<file path="config.mk">
export PLATFORM = sky130hd
export DESIGN_NAME = logistic_sweep_ctrl
export DESIGN_NICKNAME = d
export VERILOG_FILES = /design/src/rtl/logistic_pkg.sv /design/src/rtl/logistic_row_map.sv /design/src/rtl/logistic_sweep_ctrl.sv
export SDC_FILE = /design/constraint.sdc
export NUM_CORES = 1
export LEC_CHECK = 0
export CELL_PAD_IN_SITES_DETAIL_PLACEMENT = 0
export CELL_PAD_IN_SITES_GLOBAL_PLACEMENT = 1
export CORE_UTILIZATION = 39
export DETAILED_ROUTE_END_ITERATION = 8
export PLACE_DENSITY = 0.86
export SKIP_LAST_GASP = 1
export SLEW_MARGIN = 25
export SYNTH_ARGS = -nofsm -noshare
export SYNTH_HDL_FRONTEND = slang
export SYNTH_SLANG_ARGS = --single-unit
</file>
<file path="constraint.sdc">
create_clock -name CLK -period 4.9 [get_ports CLK]
set_clock_uncertainty 0.1 [all_clocks]
set_input_delay 0.735 -clock CLK [delete_from_list [all_inputs] [get_ports CLK]]
set_output_delay 0.735 -clock CLK [all_outputs]
set_load 0.005 [all_outputs]
</file>
<file path="src/rtl/logistic_pkg.sv">
// Shared widths, defaults and state codes for the logistic bifurcation sweep.
// Optional build macro used by the sweep controller: LOGISTIC_DEDUP_EN.
package logistic_pkg;

    localparam int MU_W       = 18;   // mu, unsigned 2.16
    localparam int X_W        = 17;   // x, unsigned 0.17
    localparam int ROW_W      = 10;
    localparam int COL_W      = 10;

    localparam int COLS_DEF   = 640;
    localparam int ROWS_DEF   = 480;
    localparam int WARMUP_DEF = 256;
    localparam int PLOT_DEF   = 64;

    localparam logic [2:0] ST_IDLE  = 3'd0;
    localparam logic [2:0] ST_REQ   = 3'd1;
    localparam logic [2:0] ST_WRITE = 3'd2;
    localparam logic [2:0] ST_NEXT  = 3'd3;
    localparam logic [2:0] ST_DONE  = 3'd4;

    typedef logic [2:0] state_t;

endpackage

</file>
<file path="src/rtl/logistic_row_map.sv">
// Maps an x in [0,1) onto a screen row, x=0 at the bottom row and x->1 at row 0.
// Purely combinational so the display path can reuse it.
module logistic_row_map
    import logistic_pkg::*;
#(
    parameter int ROWS = ROWS_DEF
) (
    input  logic [X_W-1:0]   x,
    output logic [ROW_W-1:0] row
);

    localparam logic [ROW_W-1:0] ROWS_C  = ROW_W'(ROWS);
    localparam logic [ROW_W-1:0] ROW_MAX = ROW_W'(ROWS - 1);

    logic [X_W+ROW_W-1:0] prod;
    logic [ROW_W-1:0]     scaled;

    // full-width product so the shift sees every fractional bit
    assign prod   = {{ROW_W{1'b0}}, x} * {{X_W{1'b0}}, ROWS_C};
    assign scaled = prod[X_W+ROW_W-1:X_W];
    assign row    = ROW_MAX - scaled;

endmodule

</file>
<file path="src/rtl/logistic_sweep_ctrl.sv">
// Bifurcation sweep sequencer: steps mu per column, drives the logistic iterator and emits pixels.
// Build macro LOGISTIC_DEDUP_EN suppresses repeated rows within a column.
//
// state    | meaning
// ---------+------------------------------------------------------------
// ST_IDLE  | waiting for start
// ST_REQ   | iteration request outstanding (req_q) or one-cycle gap after ack
// ST_WRITE | pixel write presented, held until pix_ready
// ST_NEXT  | column finished, advance mu or finish frame
// ST_DONE  | frame_done pulse
module logistic_sweep_ctrl
    import logistic_pkg::*;
#(
    parameter int COLS   = COLS_DEF,
    parameter int ROWS   = ROWS_DEF,
    parameter int WARMUP = WARMUP_DEF,
    parameter int PLOT   = PLOT_DEF
) (
    input  logic             CLK,
    input  logic             RST,
    input  logic             start,
    input  logic [MU_W-1:0]  mu_base,
    input  logic [MU_W-1:0]  mu_step,
    input  logic [X_W-1:0]   x0,
    output logic             busy,
    output logic             frame_done,
    output logic             iter_req,
    output logic [X_W-1:0]   iter_x,
    output logic [MU_W-1:0]  iter_mu,
    input  logic             iter_ack,
    input  logic [X_W-1:0]   iter_y,
    output logic             pix_we,
    output logic [COL_W-1:0] pix_col,
    output logic [ROW_W-1:0] pix_row,
    input  logic             pix_ready
);

    localparam int               CNT_W    = $clog2(WARMUP + PLOT + 1);
    localparam logic [CNT_W-1:0] CNT_WARM = CNT_W'(WARMUP);
    localparam logic [CNT_W-1:0] CNT_LAST = CNT_W'(WARMUP + PLOT);
    localparam logic [COL_W-1:0] COL_LAST = COL_W'(COLS - 1);

    state_t           state;
    logic [COL_W-1:0] col;
    logic [MU_W-1:0]  mu;
    logic [MU_W-1:0]  mu_step_q;
    logic [X_W-1:0]   x;
    logic [X_W-1:0]   x0_q;
    logic [CNT_W-1:0] cnt;
    logic             req_q;
    logic [ROW_W-1:0] row_x;

    logistic_row_map #(.ROWS(ROWS)) u_row_x (
        .x   (x),
        .row (row_x)
    );

`ifdef LOGISTIC_DEDUP_EN
    localparam logic [CNT_W-1:0] CNT_PEN = CNT_W'(WARMUP + PLOT - 1);

    logic [ROW_W-1:0] row_y;
    logic [ROW_W-1:0] last_row;
    logic             last_vld;

    logistic_row_map #(.ROWS(ROWS)) u_row_y (
        .x   (iter_y),
        .row (row_y)
    );
`endif

    always_ff @(posedge CLK) begin
        if (RST) begin
            state     <= ST_IDLE;
            col       <= '0;
            mu        <= '0;
            mu_step_q <= '0;
            x         <= '0;
            x0_q      <= '0;
            cnt       <= '0;
            req_q     <= 1'b0;
`ifdef LOGISTIC_DEDUP_EN
            last_row  <= '0;
            last_vld  <= 1'b0;
`endif
        end else begin
            case (state)
                ST_IDLE: begin
                    if (start) begin
                        mu_step_q <= mu_step;
                        x0_q      <= x0;
                        mu        <= mu_base;
                        x         <= x0;
                        col       <= '0;
                        cnt       <= '0;
                        req_q     <= 1'b1;
                        state     <= ST_REQ;
`ifdef LOGISTIC_DEDUP_EN
                        last_vld  <= 1'b0;
`endif
                    end
                end
                ST_REQ: begin
                    if (req_q) begin
                        if (iter_ack) begin
                            req_q <= 1'b0;
                            x     <= iter_y;
                            cnt   <= cnt + 1'b1;
                            if (cnt >= CNT_WARM) begin
`ifdef LOGISTIC_DEDUP_EN
                                // a repeated row is treated as an already-accepted write
                                if (last_vld && (row_y == last_row)) begin
                                    if (cnt == CNT_PEN) state <= ST_NEXT;
                                end else begin
                                    state <= ST_WRITE;
                                end
`else
                                state <= ST_WRITE;
`endif
                            end
                        end
                    end else begin
                        req_q <= 1'b1;
                    end
                end
                ST_WRITE: begin
                    if (pix_ready) begin
`ifdef LOGISTIC_DEDUP_EN
                        last_row <= row_x;
                        last_vld <= 1'b1;
`endif
                        if (cnt == CNT_LAST) begin
                            state <= ST_NEXT;
                        end else begin
                            req_q <= 1'b1;
                            state <= ST_REQ;
                        end
                    end
                end
                ST_NEXT: begin
`ifdef LOGISTIC_DEDUP_EN
                    last_vld <= 1'b0;
`endif
                    if (col == COL_LAST) begin
                        state <= ST_DONE;
                    end else begin
                        col   <= col + 1'b1;
                        mu    <= mu + mu_step_q;
                        x     <= x0_q;
                        cnt   <= '0;
                        req_q <= 1'b1;
                        state <= ST_REQ;
                    end
                end
                ST_DONE: state <= ST_IDLE;
                default: state <= ST_IDLE;
            endcase
        end
    end

    assign busy       = (state == ST_REQ) || (state == ST_WRITE) || (state == ST_NEXT);
    assign frame_done = (state == ST_DONE);
    assign iter_req   = (state == ST_REQ) && req_q;
    assign iter_x     = x;
    assign iter_mu    = mu;
    assign pix_we     = (state == ST_WRITE);
    assign pix_col    = pix_we ? col : '0;
    assign pix_row    = pix_we ? row_x : '0;

endmodule

</file>
# Word level (Yosys, flattened, before mapping)
# Cells that the tools add are included.
[totals]
reg_bits = 93
latchBits = 0
mem_bits_rw = 0
mem_bits_ro = 0
in_bits = 75
output_inout_bits = 59
word_cells = 72
memories = 0
[classes]
addsub = 4
n_mul = 1
div = 0
order_cmp = 1
eq_ne = 13
shifts = 0
n_mux = 33
n_bitwise = 0
reduce_logical = 12
[op_table]
columns = ["cell", "n"]
rows = [
  ["two-way mux 17 bit", 4],
  ["case mux 17 bit (3 select lines)", 1],
  ["two-way mux 10 bit", 4],
  ["two-way mux 18 bit", 2],
  ["two-way mux 9 bit", 4],
  ["case mux 18 bit (2 select lines)", 1],
  ["case mux 9 bit (3 select lines)", 1],
  ["multiplier 17 x 4 -> 21 bit, second input constant", 1],
  ["case mux 10 bit (2 select lines)", 1],
  ["adder 18 bit", 1],
  ["two-way mux 3 bit", 6],
  ["AND reduction 5 bit", 3],
  ["inequality test 2 bit, second input constant", 6],
  ["case mux 3 bit (4 select lines)", 1],
  ["adder 10 x 1 -> 10 bit, second input constant", 1],
  ["equality test 10 bit, second input constant", 1],
  ["subtractor 9 x 9 -> 10 bit, first input constant", 1],
  ["adder 9 x 1 -> 9 bit, second input constant", 1],
  ["equality test 9 bit, second input constant", 1],
  [">= comparator 9 bit, second input constant", 1],
  ["equality test 3 x 2 -> 1 bit, second input constant", 2],
  ["two-way mux 1 bit", 6],
  ["case mux 1 bit (4 select lines)", 1],
  ["nonzero test 4 bit", 1],
  ["11 further kinds", 12],
]

# Depth between registers and ports, before layout
# Gate-level depths: netlist (run 1).
[depth]
depth_word = 5
ltp_mapped = 15
mapped_depth_nobuf = 15

# Modules after synthesis
# A second synthesis (run 1) with hierarchy kept.
[unflattened]
cells_unflattened = 827
hier_area_um2 = 6700.2
[by_module_without_submodules]
columns = ["mod", "n_inst", "cells_each", "area_per_inst_um2", "seq_area_each_um2"]
rows = [
  ["logistic_sweep_ctrl", 1, 630, 5018.6, 1861.8],
  ["logistic_row_map", 1, 197, 1681.6, 0.0],
]

# Worst setup path before layout (run 1)
# Ideal clock, no wire load.
[synth_timing]
path_kind = "reg-to-output"
startpoint = "reg x[4], in the netlist iter_x[4]"
endpoint = "out pix_row[8]"
arrival_time_ps = 3519
required_ps = 4065
path_slack_ps = 546
stages_incl_launch_ff = 13
path_buffers = 0
path_cell_list = "dfxtp_1 inv_1 fa_1 inv_1 fa_1 ha_1 or4_4 o211ai_2 a21oi_2 o41ai_4 o41a_1 xor2_2 mux2_2"
[synth_via]
elab_chain_len = 3
[synth_lines]
columns = ["element", "line", "text"]
rows = [
  ["start, declared", "logistic_sweep_ctrl.sv:47", "logic [X_W-1:0] x;"],
  ["start signal, assigned", "logistic_sweep_ctrl.sv:106", "x <= iter_y;"],
  ["start signal, assigned", "logistic_sweep_ctrl.sv:148", "x <= x0_q;"],
  ["multiplier 17 x 4 -> 21 bit", "logistic_row_map.sv:19", "assign prod = {{ROW_W{1'b0}}, x} * {{X_W{1'b0}}, ROWS_C};"],
  ["subtractor 9 x 9 -> 10 bit", "logistic_row_map.sv:21", "assign row = ROW_MAX - scaled;"],
  ["two-way mux 10 bit", "logistic_sweep_ctrl.sv:167", "assign pix_row = pix_we ? row_x : '0;"],
  ["end, declared", "logistic_sweep_ctrl.sv:34", "output logic [ROW_W-1:0] pix_row,"],
]
# No other way between the ends.

# Final worst setup path (run 1)
[layout_timing]
startpoint = "reg x[3], in the netlist iter_x[3]"
endpoint = "out pix_row[8]"
# Same word-level chain as after synthesis.

==> metrics.txt, run 1 <==
outcome finished, final reports clean; most common cell type on the critical path fa_1; CP arrival between 3 and 4 ns; post-synth top area share 0.280; Min Clock Period, post-route around 4.8 ns; Fmax between 200 and 250 MHz; Die Area roughly 0.018 mm²; Synth top cells by count 111 x nand2_1, 93 x dfxtp_1, 87 x a21oi_1; measured slew at the worst slew-check pin 0.732 ns; worst-path fanout max 3; I/O pins between 100 and 150; diodes inserted 0; layout cells sized above 1 0.113; RSZ-0062 raised after global routing yes; first-pass GRT wire length 28.0 mm; CTS tree done; Worst VDD drop around 0.00016 V; Hold Startpoint x0_q[6]$_SDFFE_PP0P_; CTS sink cnt 93; clk buf depth 2; antenna-violating nets left 0; sequential area share after synthesis 0.280; final hold viol count 0; worst hold path type reg -> reg; Startpoint Class flop; DR iter-0 viols ~330; TNS Setup 0 ns; Worst path max stage delay ~0.52 ns; Syn Area/Cell between 8 and 9 µm²; worst path cell trace inv_2, fa_1, inv_1, fa_1, ha_1, or4_4, o211ai_4, a21oi_2, o41ai_4, buf_4, o41a_1, xor2_2, mux2_4, buf_2; synthesized flop and latch total 93; most common cell in the synthesized netlist nand2_1; syn nets 966; Die W about 130 µm; Worst Hold End x0_q[6]$_SDFFE_PP0P_; Core Area 0.0166 mm²; reg2reg end col[5]$_SDFFE_PP0P_; Leak 3.70 nW; synth warn 0; cell accounting for the most synthesized area dfxtp_1; # setup viols final 0; Layout Nets ~1100; WL/cell 14.4 µm; Crit Path Category reg -> out; primary flip-flop cell chosen by synthesis mapping dfxtp_1; Post-CTS Hold Buffers 0; Initial Util 0.401; total global-route track usage 0.196; maxcap violations 0; largest net degree at the start of global routing 66; grt total ovfl 0; Clock Root Buffer clkbuf_16; crit-path leading delay family adder cells; R2R cell count 9; placed cell count 1159; reg2reg setup slack 1.95 ns; slowest CP cell fa_1; CP required 4.07 ns; first drt pass iteration count 4; via count roughly 6000; r2r startpoint col[0]$_SDFFE_PP0P_; Detail Placement HPWL 12.6 mm; hold depth 2; period utilization 0.981; PortBufs 133; Mapped Cells 815; top cells by area, synth dfxtp_1 28%, fa_1 9.3%, ha_1 8.5%, a21oi_1 6.6%, nand2_1 6.3%; Distinct cells, synth 65; final hold slack around 0.35 ns; Remaining DRCs 0; relative slew slack 0.512; Post-synth EDFFs 0; vias per cell 5.11; clock transition at the registers of the reported paths roughly 0.06 ns; post-route insts no fill 1183; Post-Syn Area 0.00665 mm²; # rows 47; antenna violations before repair 2; Worst setup EP type output port; FFs w/ async S/R, synth 0; WP buf/inv 4; H-Tree Depth 3; final slew viol count 0; final WL 17.1 mm; pwr/cell area around 270 mW/mm²; Area Growth Syn to Fin 31.6%; Final Util 0.527; number of global-route vias before repair 5752; Placer Congestion 0.898; total power between 2 and 2.5 mW; clk_lat worst skew 0.35 ns; fillers 1607; cts bufs inserted 9; Die Span Y 133 µm
## where the power goes
part           switching [mW]  leakage [nW]  internal [mW]
clock network           0.299         0.136          0.411
registers              0.0326         0.764          0.799
logic                   0.408          2.80          0.389
## worst reg2reg max path: stages (launching register included)
cell,delay [ns]
dfxtp_1,0.38
ha_1,0.27
and4bb_2,0.32
nand3_1,0.15
nand2_1,0.51
nand2_1,0.43
and3_1,0.37
nand4_1,0.11
xor2_1,0.16
nor2_1,0.05
## sequential cells by signal (all words and copies together) (netlist names)
signal,count
iter_x,17
mu_step_q,18
iter_mu,18
state,3
cnt,9
req_q,1
x0_q,17
col,10
## worst max-delay path by stage
stage	startpoint	endpoint	slack, ns	cells after the start
4_1_cts	iter_x[3]$_SDFFE_PP0P_	pix_row[3]	-0.20	15
3_5_place_dp	iter_x[11]$_SDFFE_PP0P_	pix_row[7]	-0.02	17
2_1_floorplan	iter_x[4]$_SDFFE_PP0P_	pix_row[8]	0.55	12
5_1_grt	iter_x[3]$_SDFFE_PP0P_	pix_row[9]	-0.11	17
6_report	iter_x[3]$_SDFFE_PP0P_	pix_row[8]	0.09	14
3_3_place_gp	iter_x[9]$_SDFFE_PP0P_	pix_row[9]	0.05	16
## kinds of logic (layout without fill, tap and decap cells)
group	Yosys count	count (layout)	synth area share
adders and majority gates	76	76	0.178
AOI/OAI and AO/OA	187	187	0.183
DFF	93	93	0.280
muxes	27	27	0.0409
and+or+nand+nor	294	294	0.209
buffers and inverters	106	254	0.0659
xor gates and xnor gates	32	32	0.0433
## repair_timing
item / in CTS / in global routing
endpoints found under the setup margin: 7 / 10
resized for setup: 33 / 21
buffers inserted: 8 / 0
pin swaps: 16 / 12
endpoints found under the hold margin: 0 / 0
## through the flow
step                      setup WS, ns  instance area [µm²]
final                           0.0945                 8740
after global routing            -0.111                 8740
after CTS                       -0.198                 8690
after detailed placement       -0.0200                 8300
after global placement          0.0471                 8300
after floorplan                  0.546                 6650
## cell usage in the layout (no fill, tap or decap), types with 21 or more instances in the layout
| cell | instances |
|---|---|
| inv_1 | 57 |
| buf_4 | 39 |
| mux2i_1 | 26 |
| ha_1 | 43 |
| a21oi_1 | 86 |
| dfxtp_1 | 86 |
| xor2_1 | 21 |
| clkdlybuf4s50_1 | 123 |
| a211oi_1 | 26 |
| nand2_1 | 111 |
| nor2_1 | 81 |
| fa_1 | 30 |
## per-layer routing
| layer | vias to the layer above | routed length [µm] | global-route usage |
|---|---|---|---|
| met4 | 4 | 261 | 0.0670 |
| met3 | 19 | 690 | 0.0291 |
| met1 | 2790 | 8000 | 0.264 |
| li1 | 3108 | - | - |
| met5 | - | 23 | 0 |
| met2 | 127 | 8080 | 0.320 |
## layout make-up
type	count	area (µm²)	area share
Tap cell	220	275	0.0315
Clock inverter	3	45.0	0.00515
Inverter	65	244	0.0279
Clock buffer	13	250	0.0286
Timing Repair Buffer	173	1610	0.185
Sequential cell	93	1870	0.214
Multi-Input combinational cell	616	4440	0.508
No activity file was read; power rests on OpenSTA's default activity.
==> run 2: changes to the inputs <==
--- a/config.mk
+++ b/config.mk
@@ -10,6 +10,7 @@
 export CORE_UTILIZATION = 39
 export DETAILED_ROUTE_END_ITERATION = 8
 export PLACE_DENSITY = 0.86
+export REMOVE_ABC_BUFFERS = 1
 export SKIP_LAST_GASP = 1
 export SLEW_MARGIN = 25
 export SYNTH_ARGS = -nofsm -noshare
==> metrics.txt, run 2 (synthesized netlist as in run 1, its figures left out) <==
Startpoint Class flop; Worst setup EP type output port; via count 6008; most common cell type on the critical path buf_6; period utilization 1.01; first drt pass iteration count 4; CP required 4.07 ns; pwr/cell area approximately 270 mW/mm²; commonest non-fill, non-tap cell in the layout clkdlybuf4s50_1; CTS sink cnt a little over 90; Worst path max stage delay 0.53 ns; Worst VDD drop 0.000144 V; outcome finished, violations left; Area Growth Syn to Fin 31.8%; antenna-violating nets left 0; Die Area 0.0176 mm²; design area 0.00876 mm²; final WL 16.4 mm; Internal Pwr Total 1.63 mW; Clock Root Buffer clkbuf_16; antenna violations before repair 0; largest net degree at the start of global routing 50; cts bufs inserted 9; P_sw 0.728 mW; DR iter-0 viols between 200 and 250; total power 2.36 mW; diodes inserted 0; I/O pins 134; fillers 1618; placed cell count around 1200; final hold viol count 0; CTS tree done; Comb power frac 0.337; Flop pwr share 0.351; RSZ-0062 raised after global routing yes; layout cells sized above 1 0.117; Area after DPL around 0.0083 mm²; Fmax approximately 200 MHz; Remaining DRCs 0; crit-path leading delay family adder cells; WP buf/inv 6; Hold Startpoint x0_q[7]$_SDFFE_PP0P_; Leak 3.71 nW; clock transition at the registers of the reported paths 0.07 ns; reg2reg setup slack about 1.5 ns; setup ws final -0.0690 ns; total global-route track usage 0.188; H-Tree Depth 3; slowest CP cell fa_1; # rows 47; clock network fraction of total power 0.311; violated checks negative setup slack; Layout Nets 1111; switching portion of total power 0.308; CP arrival between 4 and 5 ns; number of global-route vias before repair 5627; worst path cell trace inv_2, fa_1, inv_1, fa_1, ha_1, or4_4, o211ai_4, buf_6, a21oi_4, o41ai_4, buf_4, buf_6, o41a_1, xor2_2, mux2_4, buf_6; Place WS -0.00108 ns; clk buf depth 2; worst-path fanout max 3; final hold slack approximately 0.35 ns; # setup viols final 1; Min Clock Period, post-route 4.97 ns; post-route insts no fill between 1000 and 1500; measured slew at the worst slew-check pin 0.920 ns; Detail Placement HPWL roughly 12 mm; clk_lat worst skew approximately 0.34 ns; maxcap violations 0; vias per cell between 5 and 6; Post-CTS Hold Buffers 0; WL/cell 13.9 µm; PortBufs 133; Core Area approximately 0.017 mm²; most frequent cells in the layout 123 x clkdlybuf4s50_1, 111 x nand2_1, 88 x dfxtp_1; worst hold path type reg -> reg; Placer Congestion between 0.8 and 0.9; Die Span Y 133 µm; r2r startpoint state[1]$_SDFFE_PP0P_; worst setup path startpoint iter_x[3]$_SDFFE_PP0P_; Initial Util 0.401; relative slew slack 0.385; Crit Path Category reg -> out; grt total ovfl 0; Die W 133 µm; final slew viol count 0; first-pass GRT wire length about 27 mm
[run 2: changes by cell type in the layout (fill, tap and decap cells not counted), moves of 3 or more]
cell / previous run / this run
inv_2: 8 / 11
inv_1: 57 / 54
clkinv_2: 0 / 3
clkbuf_2: 1 / 5
buf_6: 1 / 5
[run 2: path summary, 6_finish.rpt]
check / to / cells after the start
worst max-delay path: pix_row[8] / 16
worst min-delay path: x0_q[7]$_SDFFE_PP0P_ / 2
worst max register to register: iter_mu[10]$_SDFFE_PP0P_ / 7
worst min register to register: x0_q[7]$_SDFFE_PP0P_ / 2
[run 2: metal layers]
layer,routed length (µm),vias up,track usage
li1,-,3099,-
met1,7740,2777,0.239
met2,7870,118,0.328
met3,658,14,0.0284
met4,163,0,0.0536
met5,0,-,0
[run 2: power groups by stage]
| stage | registers [mW] | logic, mW | clock network [mW] |
|---|---|---|---|
| final | 0.830 | 0.796 | 0.735 |
| after global routing | 0.835 | 0.897 | 0.778 |
| after CTS | 0.829 | 0.770 | 0.749 |
| after detailed placement | 0.845 | 0.740 | 0 |
| after global placement | 0.844 | 0.729 | 0 |
| after floorplan | 0.845 | 0.451 | 0 |
[run 2: tightest hold or removal path: stages, from the launching register on]
cell and delay [ns]:
dfxtp_1 0.31, nand2_1 0.05, a21oi_1 0.05
[run 2: final cells by class]
class | count | area [µm²] | share of cell area
repair buffers | 175 | 1630 | 0.186
multi-input cells | 616 | 4430 | 0.506
well taps | 220 | 275 | 0.0314
flip-flops and latches | 93 | 1870 | 0.213
clock buffers | 11 | 233 | 0.0266
clock inverters | 5 | 75.1 | 0.00857
inverters | 65 | 244 | 0.0279
[run 2: stage by stage]
stage / setup TNS (ns) / utilization
2_1_floorplan: 0 / -
3_3_place_gp: 0 / 0.501
3_5_place_dp: -0.00108 / 0.501
4_1_cts: -0.379 / 0.524
5_1_grt: -0.612 / 0.528
6_report: -0.0690 / 0.528
[run 2: what timing repair did]
action,4_1_cts,5_1_grt
pin swaps,14,16
setup endpoints to repair,8,9
gates resized for setup,28,32
gates cloned,0,0
setup buffers,6,3
endpoints found under the hold margin,0,0
==> run 3: changes to the inputs <==
--- a/config.mk
+++ b/config.mk
@@ -9,9 +9,9 @@
 export CELL_PAD_IN_SITES_GLOBAL_PLACEMENT = 1
 export CORE_UTILIZATION = 39
 export DETAILED_ROUTE_END_ITERATION = 8
+export MAX_ROUTING_LAYER = met4
 export PLACE_DENSITY = 0.86
 export REMOVE_ABC_BUFFERS = 1
-export SKIP_LAST_GASP = 1
 export SLEW_MARGIN = 25
 export SYNTH_ARGS = -nofsm -noshare
 export SYNTH_HDL_FRONTEND = slang
==> metrics.txt, run 3 (synthesized netlist as in run 1, its figures left out) <==
outcome finished, violations left; diodes inserted 0; CTS sink cnt 93; total power around 2.4 mW; TNS Setup -0.0700 ns; Core Area between 0.015 and 0.02 mm²; clock transition at the registers of the reported paths 0.07 ns; relative slew slack 0.380; vias per cell about 5.1; setup ws final -0.0700 ns; number of global-route vias before repair 5635; PortBufs 133; H-Tree Depth 3; WL/cell around 14 µm; # rows 47; reg2reg setup slack 1.47 ns; Die W approximately 130 µm; antenna violations before repair 0; worst setup path startpoint iter_x[3]$_SDFFE_PP0P_; layout cells sized above 1 0.117; total global-route track usage 0.194; RSZ-0062 raised after global routing yes; maxcap violations 0; most frequent cells in the layout 123 x clkdlybuf4s50_1, 111 x nand2_1, 88 x dfxtp_1; post-route insts no fill 1185; first drt pass iteration count 4; Worst setup EP type output port; CP required just over 4 ns; largest net degree at the start of global routing 50; final hold viol count 0; area of the multi-input gates 0.00443 mm²; r2r startpoint state[1]$_SDFFE_PP0P_; measured slew at the worst slew-check pin approximately 0.93 ns; Initial Util 0.401; final hold slack 0.353 ns; Hold Startpoint x0_q[7]$_SDFFE_PP0P_; design area 0.00876 mm²; Remaining DRCs 0; CP arrival slightly above 4 ns; Die Area 0.0176 mm²; Detail Placement HPWL roughly 12 mm; clk buf depth 2; final slew viol count 0; grt total ovfl 0; worst-path fanout max 3; # setup viols final 1; placed cell count 1160; Clock Root Buffer clkbuf_16; CTS tree done; Area Growth Syn to Fin 31.8%; clk_lat worst skew roughly 0.34 ns; Layout Nets 1111; violated checks negative setup slack; Leak about 3.7 nW; Area after DPL 0.00831 mm²; antenna-violating nets left 0; Min Clock Period, post-route 4.97 ns; pwr/cell area 270 mW/mm²; DR iter-0 viols 228; cts bufs inserted 9; Placer Congestion 0.834; Startpoint Class flop; Worst VDD drop 0.000144 V; final WL 16.4 mm; Fmax 201 MHz; Die Span Y 133 µm; commonest non-fill, non-tap cell in the layout clkdlybuf4s50_1; worst hold path type reg -> reg; period utilization 1.01; first-pass GRT wire length ~27 mm; Crit Path Category reg -> out; I/O pins 134; via count between 5000 and 6000; fillers 1618; register area roughly 0.0019 mm²
-- run 3: worst max-delay path, cell delays in order (launching register included) --
cell and delay, ns:
dfxtp_2 0.33, inv_2 0.05, fa_1 0.53, inv_1 0.05, fa_1 0.44, ha_1 0.28, or4_4 0.53, o211ai_4 0.11
buf_6 0.13, a21oi_4 0.03, o41ai_4 0.23, buf_4 0.19, buf_6 0.09, o41a_1 0.17, xor2_2 0.19, mux2_4 0.32
buf_6 0.11
-- run 3: final cells by class --
cell class                      instances  area share
Clock inverter                          5     0.00857
Tap cell                              220      0.0314
Inverter                               65      0.0279
Multi-Input combinational cell        616       0.506
Sequential cell                        93       0.213
Clock buffer                           11      0.0266
Timing Repair Buffer                  175       0.186
-- run 3: layer usage --
| layer | vias up | GRT usage | part of all wire |
|---|---|---|---|
| met3 | 13 | 0.0276 | 0.040 |
| met2 | 119 | 0.329 | 0.48 |
| met4 | 0 | 0.0536 | 0.0097 |
| li1 | 3096 | - | - |
| met1 | 2769 | 0.240 | 0.47 |
| met5 | - | - | 0 |
-- run 3: worst paths after layout --
path / cells past startpoint / endpoint
setup / recovery: 16 / pix_row[8]
hold / removal: 2 / x0_q[7]$_SDFFE_PP0P_
setup reg to reg: 7 / iter_mu[10]$_SDFFE_PP0P_
hold reg to reg: 2 / x0_q[7]$_SDFFE_PP0P_
-- run 3: stage by stage --
stage / util / setup slack, ns
final: 0.528 / -0.0700
after global placement: 0.501 / 0.0440
after global routing: 0.528 / -0.204
after floorplan: - / 0.546
after CTS: 0.524 / -0.139
after detailed placement: 0.501 / -0.00108
-- run 3: power by group --
part	internal, mW	leakage, nW	switching, mW
Sequential	0.798	0.764	0.0315
Combinational	0.390	2.80	0.406
Clock	0.445	0.153	0.291
Total	1.63	3.71	0.729
-- run 3: what timing repair did --
action,in CTS,in global routing
cloned,0,0
pin swaps,14,17
buffers inserted,6,3
endpoints found under the setup margin,8,9
gates resized for setup,31,30
hold buffers,0,0
